<file path="src/rtl/serial_comparator_ctrl.sv">
// rtl/serial_comparator_ctrl.sv - nibble-serial magnitude comparator with cascade inputs
// Optional feature macro: CMP_EARLY_EXIT_EN (MSB-first scan with early exit on first unequal nibble).
// Default build scans LSB-first over all nibbles, carrying a running L/E/G.
module serial_comparator_ctrl #(
  parameter int NIBBLES = 4
) (
  input  logic                   clk,
  input  logic                   rst,
  input  logic                   start,
  input  logic [4*NIBBLES-1:0]   a,
  input  logic [4*NIBBLES-1:0]   b,
  input  logic                   l,
  input  logic                   e,
  input  logic                   g,
  output logic                   ready,
  output logic                   busy,
  output logic                   done,
  output logic                   L,
  output logic                   E,
  output logic                   G
);

  localparam int W  = 4 * NIBBLES;
  localparam int CW = $clog2(NIBBLES) + 1;
  localparam logic [CW-1:0] LAST = CW'(NIBBLES - 1);

  typedef enum logic [1:0] {
    S_IDLE,
    S_RUN,
    S_DONE
  } state_t;

  state_t          state_q, state_d;
  logic [W-1:0]    a_q, a_d;
  logic [W-1:0]    b_q, b_d;
  // Early-exit build: holds the captured cascade-in.
  // Default build: holds the running {L,E,G}, seeded with the cascade-in.
  logic [2:0]      cas_q, cas_d;
  logic [2:0]      res_q, res_d;
  logic [CW-1:0]   cnt_q, cnt_d;

  logic [CW-1:0]   sel;
  logic [3:0]      nib_a, nib_b;
  logic            nib_lt, nib_gt;
  logic [2:0]      step;

  // Nibble being examined this cycle: counter position mapped to MSB-first or LSB-first order
`ifdef CMP_EARLY_EXIT_EN
  assign sel = LAST - cnt_q;
`else
  assign sel = cnt_q;
`endif

  // Single shared 4-bit compare slice fed by a nibble mux
  always_comb begin
    nib_a = '0;
    nib_b = '0;
    for (int i = 0; i < NIBBLES; i++) begin
      if (sel == CW'(i)) begin
        nib_a = a_q[4*i +: 4];
        nib_b = b_q[4*i +: 4];
      end
    end
    nib_lt = (nib_a < nib_b);
    nib_gt = (nib_a > nib_b);
    if (nib_lt)      step = 3'b100;
    else if (nib_gt) step = 3'b001;
    else             step = cas_q;
  end

  // Next-state, capture and result logic
  always_comb begin
    state_d = state_q;
    a_d     = a_q;
    b_d     = b_q;
    cas_d   = cas_q;
    res_d   = res_q;
    cnt_d   = cnt_q;
    case (state_q)
      S_IDLE: begin
        if (start) begin
          state_d = S_RUN;
          a_d     = a;
          b_d     = b;
          cas_d   = {l, e, g};
          cnt_d   = '0;
        end
      end
      S_RUN: begin
`ifdef CMP_EARLY_EXIT_EN
        // First unequal nibble from the top decides; all-equal falls back to cascade-in
        if (nib_lt || nib_gt || (cnt_q == LAST)) begin
          res_d   = step;
          state_d = S_DONE;
        end else begin
          cnt_d = cnt_q + 1'b1;
        end
`else
        // Higher nibbles override lower ones, so the last unequal nibble seen wins
        cas_d = step;
        if (cnt_q == LAST) begin
          res_d   = step;
          state_d = S_DONE;
        end else begin
          cnt_d = cnt_q + 1'b1;
        end
`endif
      end
      S_DONE: begin
        state_d = S_IDLE;
      end
      default: begin
        state_d = S_IDLE;
      end
    endcase
  end

  // State and datapath registers with synchronous reset
  always_ff @(posedge clk) begin
    if (rst) begin
      state_q <= S_IDLE;
      a_q     <= '0;
      b_q     <= '0;
      cas_q   <= '0;
      res_q   <= '0;
      cnt_q   <= '0;
    end else begin
      state_q <= state_d;
      a_q     <= a_d;
      b_q     <= b_d;
      cas_q   <= cas_d;
      res_q   <= res_d;
      cnt_q   <= cnt_d;
    end
  end

  assign ready       = (state_q == S_IDLE);
  assign busy        = (state_q == S_RUN);
  assign done        = (state_q == S_DONE);
  assign {L, E, G}   = res_q;

endmodule

</file>
<file path="config.mk">
export PLATFORM = sky130hd
export DESIGN_NAME = serial_comparator_ctrl
export DESIGN_NICKNAME = d
export VERILOG_FILES = /design/src/rtl/serial_comparator_ctrl.sv
export SDC_FILE = /design/constraint.sdc
export NUM_CORES = 1
export LEC_CHECK = 0
export ABC_AREA = 1
export CORE_ASPECT_RATIO = 1.5
export CORE_MARGIN = 10
export CORE_UTILIZATION = 40
export CTS_CLUSTER_SIZE = 30
export DETAILED_ROUTE_END_ITERATION = 16
export PLACE_DENSITY = 0.64
export SETUP_SLACK_MARGIN = 0.15
export SLEW_MARGIN = 5
export SYNTH_ARGS = -nofsm -noshare
export SYNTH_HDL_FRONTEND = slang
export SYNTH_SLANG_ARGS = --single-unit
</file>
<file path="constraint.sdc">
create_clock -name clk -period 3.1 [get_ports clk]
set_input_delay 0.62 -clock clk [delete_from_list [all_inputs] [get_ports clk]]
set_output_delay 0.62 -clock clk [all_outputs]
set_load 0.02 [all_outputs]
</file>
==> run_results.csv <==
group,metric,value,unit
grt,grt_start_max_net_pins,35,
setup_path,cp_top_family,"adder cells",
pwr,p_leak,1.14,nW
floorplanning,core,0.00489,mm2
setup_path,crit_required,3290,ps
grt,grt_util_met3,3.76,%
setup_path,crit_buf_inv,3,
grt,grt.busiest_layer,"met2",
routing,vias,1854,
clock_network,cts_tree,"yes",
setup_path,crit_type,"register to register",
layout,area_growth,26.9,%
placement,port-buffer-count,43,
synthesis,syn-mean-instance-area,7.00,um2
floorplanning,pin_count,44,
routing,drcViolationCount,0,
sta,fin_setup_tns,0,ps
setup_path,crit_fanout,15,
placement,gp_congestion,0.930,
routing,avgRoutedWirePerCell,12.7,um
grt,grtUsageTotal,12.6,%
synthesis,seq_area_frac_synth,42.3,%
sta,tightest_slew,453,ps
clock_network,ctsHoldBuffers,0,
pwr,p_sw_share,29.0,%
setup_path,slowest_delay,350,ps
sta,rsz0062_at_grt,"false",
clock_network,insertion_delay,290,ps
clock_network,cts_resized,0,
pwr,p_seq_share,50.7,%
clock_network,cts_root_buf,"clkbuf_8",
setup_path,arrival,2570,ps
setup_path,cp_common_cell,"nand2_1",
clock_network,clk_pin_slew_worst_paths,80,ps
grt,grt_pass1_wl,8.54,mm
sta,clock_skew,6.37,ps
floorplanning,initial_utilization,41.7,%
synthesis,netlist_instances,291,
grt,grt_remaining_overflow,0,
setup_path,cp-start-kind,"register",
clock_network,cts_buffers,5,
routing,wl,5.06,mm
layout,nNetsFinal,379,
layout,num_antenna_cells,0,
sta,maxSlewHeadroom,69.8,%
setup_path,end_kind,"register",
grt,grt.met2_usage,23.3,%
sta,max_freq,0.419,GHz
placement,dpl.hpwl,3.93,mm
floorplanning,rows,31,
sta,min_period,2380,ps
floorplanning,die_y,107,um
pwr,power,0.00123,W
sta,setup-violations-final,0,
synthesis,synthesis.nets,338,
pwr,p_per_area,475,mW/mm2
sta,fin_ws,715,ps
pwr,comb_power_share,21.8,%
floorplanning,dieArea,0.00840,mm2
sta,maxSlewViolCount,0,
run_status,outcome,"complete, no violations",
setup_path,crit_slowest_cell,"inv_1",
hold_path,hp-class,"register to register",
routing,via_per_inst,4.65,
layout,layout-drive-gt1-share,4.50,%
floorplanning,die_w,78.3,um
pwr,p_sw,0.000355,W
sta,finalHoldViolCount,0,
synthesis,yosysUniqueCellTypes,18,
grt,grt_util_met1,12.7,%
grt,antenna_found_initial,0,
synthesis,ys_seq_elements,43,
synthesis,ys_warn_count,0,
synthesis,synth_area,0.00204,mm2
setup_path,path_cells,"ha_1, ha_1, inv_1, nand2_1, a21oi_1, nor2_1, ha_1, nand2_1, inv_1, nand2_1, nand2_1, nand2_1, o21bai_1, inv_1",
clock_network,clock-sinks,43,
pwr,pwr-share-clk,27.5,%
routing,ant_nets,0,
clock_network,htreeDepth,2,
sta,final.period_utilization,76.9,%
grt,grt_pass1_vias,1898,
clock_network,clockBufferDepth,2,
flow_run,drv_cap,0,
pwr,peakVddDrop,0.311,mV
routing,drtIter0Drc,82,
placement,dp_slack,713,ps
routing,dr.pass1.iters,4,
clock_network,cts_setup_buffers,0,
pwr,power.internal,0.000872,W
-- synth_stat cells (all sizes together) --
| cell | count | area, um2 |
|---|---|---|
| o21bai | 1 | 7.51 |
| o22ai | 4 | 25.0 |
| nand3 | 12 | 60.1 |
| inv | 24 | 92.6 |
| ha | 9 | 113 |
| a21oi | 14 | 70.1 |
| buf | 9 | 52.6 |
| nor3b | 1 | 7.51 |
| nand2 | 56 | 215 |
| nor2 | 75 | 312 |
| dfxtp | 43 | 861 |
| clkbuf | 2 | 10.0 |
| o21ai | 39 | 195 |
| o211ai | 2 | 15.0 |
-- layout make-up --
| class | count | area, um2 |
|---|---|---|
| clock buffers | 7 | 76.3 |
| flip-flops and latches | 43 | 861 |
| inverters | 24 | 92.6 |
| fillers | 533 | 2300 |
| clock inverters | 1 | 5.00 |
| well taps | 66 | 82.6 |
| repair buffers | 45 | 445 |
| multi-input cells | 213 | 1020 |
-- power groups by stage --
stage | Clock (W) | Sequential [W] | Combinational [W]
floorplan | 0 | 0.000625 | 0.000184
detailed placement | 0 | 0.000635 | 0.000270
finish | 0.000337 | 0.000622 | 0.000268
CTS | 0.000347 | 0.000622 | 0.000272
global route | 0.000371 | 0.000627 | 0.000310
global placement | 0 | 0.000635 | 0.000267
-- metrics by stage --
stage / instance area [um2] / utilization, % / hold WS, ps / instances
after floorplan: 2040 / - / 429 / 291
after global placement: 2500 / 51.2 / 457 / 391
after detailed placement: 2500 / 51.2 / 461 / 391
after CTS: 2580 / 52.8 / 475 / 399
after global routing: 2580 / 52.8 / 501 / 399
final: 2580 / 52.8 / 478 / 399
-- cell usage in the layout (no fill, tap or decap) --
cell             instances
buf_4                    2
clkbuf_8                 5
o22ai_1                  4
nand2_1                 54
nor3b_1                  1
o21ai_0                 39
ha_1                     9
o21bai_1                 1
o211ai_1                 2
nor2_4                   4
nor2_1                  71
nand3_1                 12
dfxtp_1                 43
clkinv_2                 1
clkbuf_1                 2
clkdlybuf4s50_1         43
inv_1                   23
nand2_2                  2
inv_4                    1
a21oi_1                 14
-- worst register-to-register path, stage by stage, from the launching register on --
cell and delay [ps]:
dfxtp_1 340, ha_1 200, ha_1 240, inv_1 360, nand2_1 110, a21oi_1 130, nor2_1 60, ha_1 290
nand2_1 80, inv_1 60, nand2_1 40, nand2_1 120, nand2_1 90, o21bai_1 120, inv_1 50
-- cell families (layout without fill, tap and decap cells) --
logic type	after synthesis	after routing	synth area share [%]
adder cells (fa/ha/maj)	9	9	5.53
buffers and inverters	35	77	7.62
flip-flops	43	43	42.3
AO/OA/AOI/OAI	60	60	15.4
AND/OR/NAND/NOR	144	144	29.2
-- per-layer routing --
layer	vias to the layer above	share of wire [%]
li1	1012	-
met1	808	42
met2	30	53
met3	4	3.8
met4	0	1.4
met5	-	0
-- flip-flops by register name (all words and copies together) (netlist names) --
register and count:
a_q 16, b_q 16, cas_q 3, cnt_q 3, res_q 3, state_q 2
-- path summary, 6_finish.rpt --
| check | end | slack (ps) | depth (start not counted) | startpoint |
|---|---|---|---|---|
| worst min-delay path | a_q[5] | 480 | 2 | a_q[5] |
| worst min register to register | a_q[5] | 480 | 2 | a_q[5] |
| worst max register to register | res_q[2] | 720 | 14 | cnt_q[0] |
| worst max-delay path | res_q[2] | 720 | 14 | cnt_q[0] |
(Power assumes the default switching activity.)
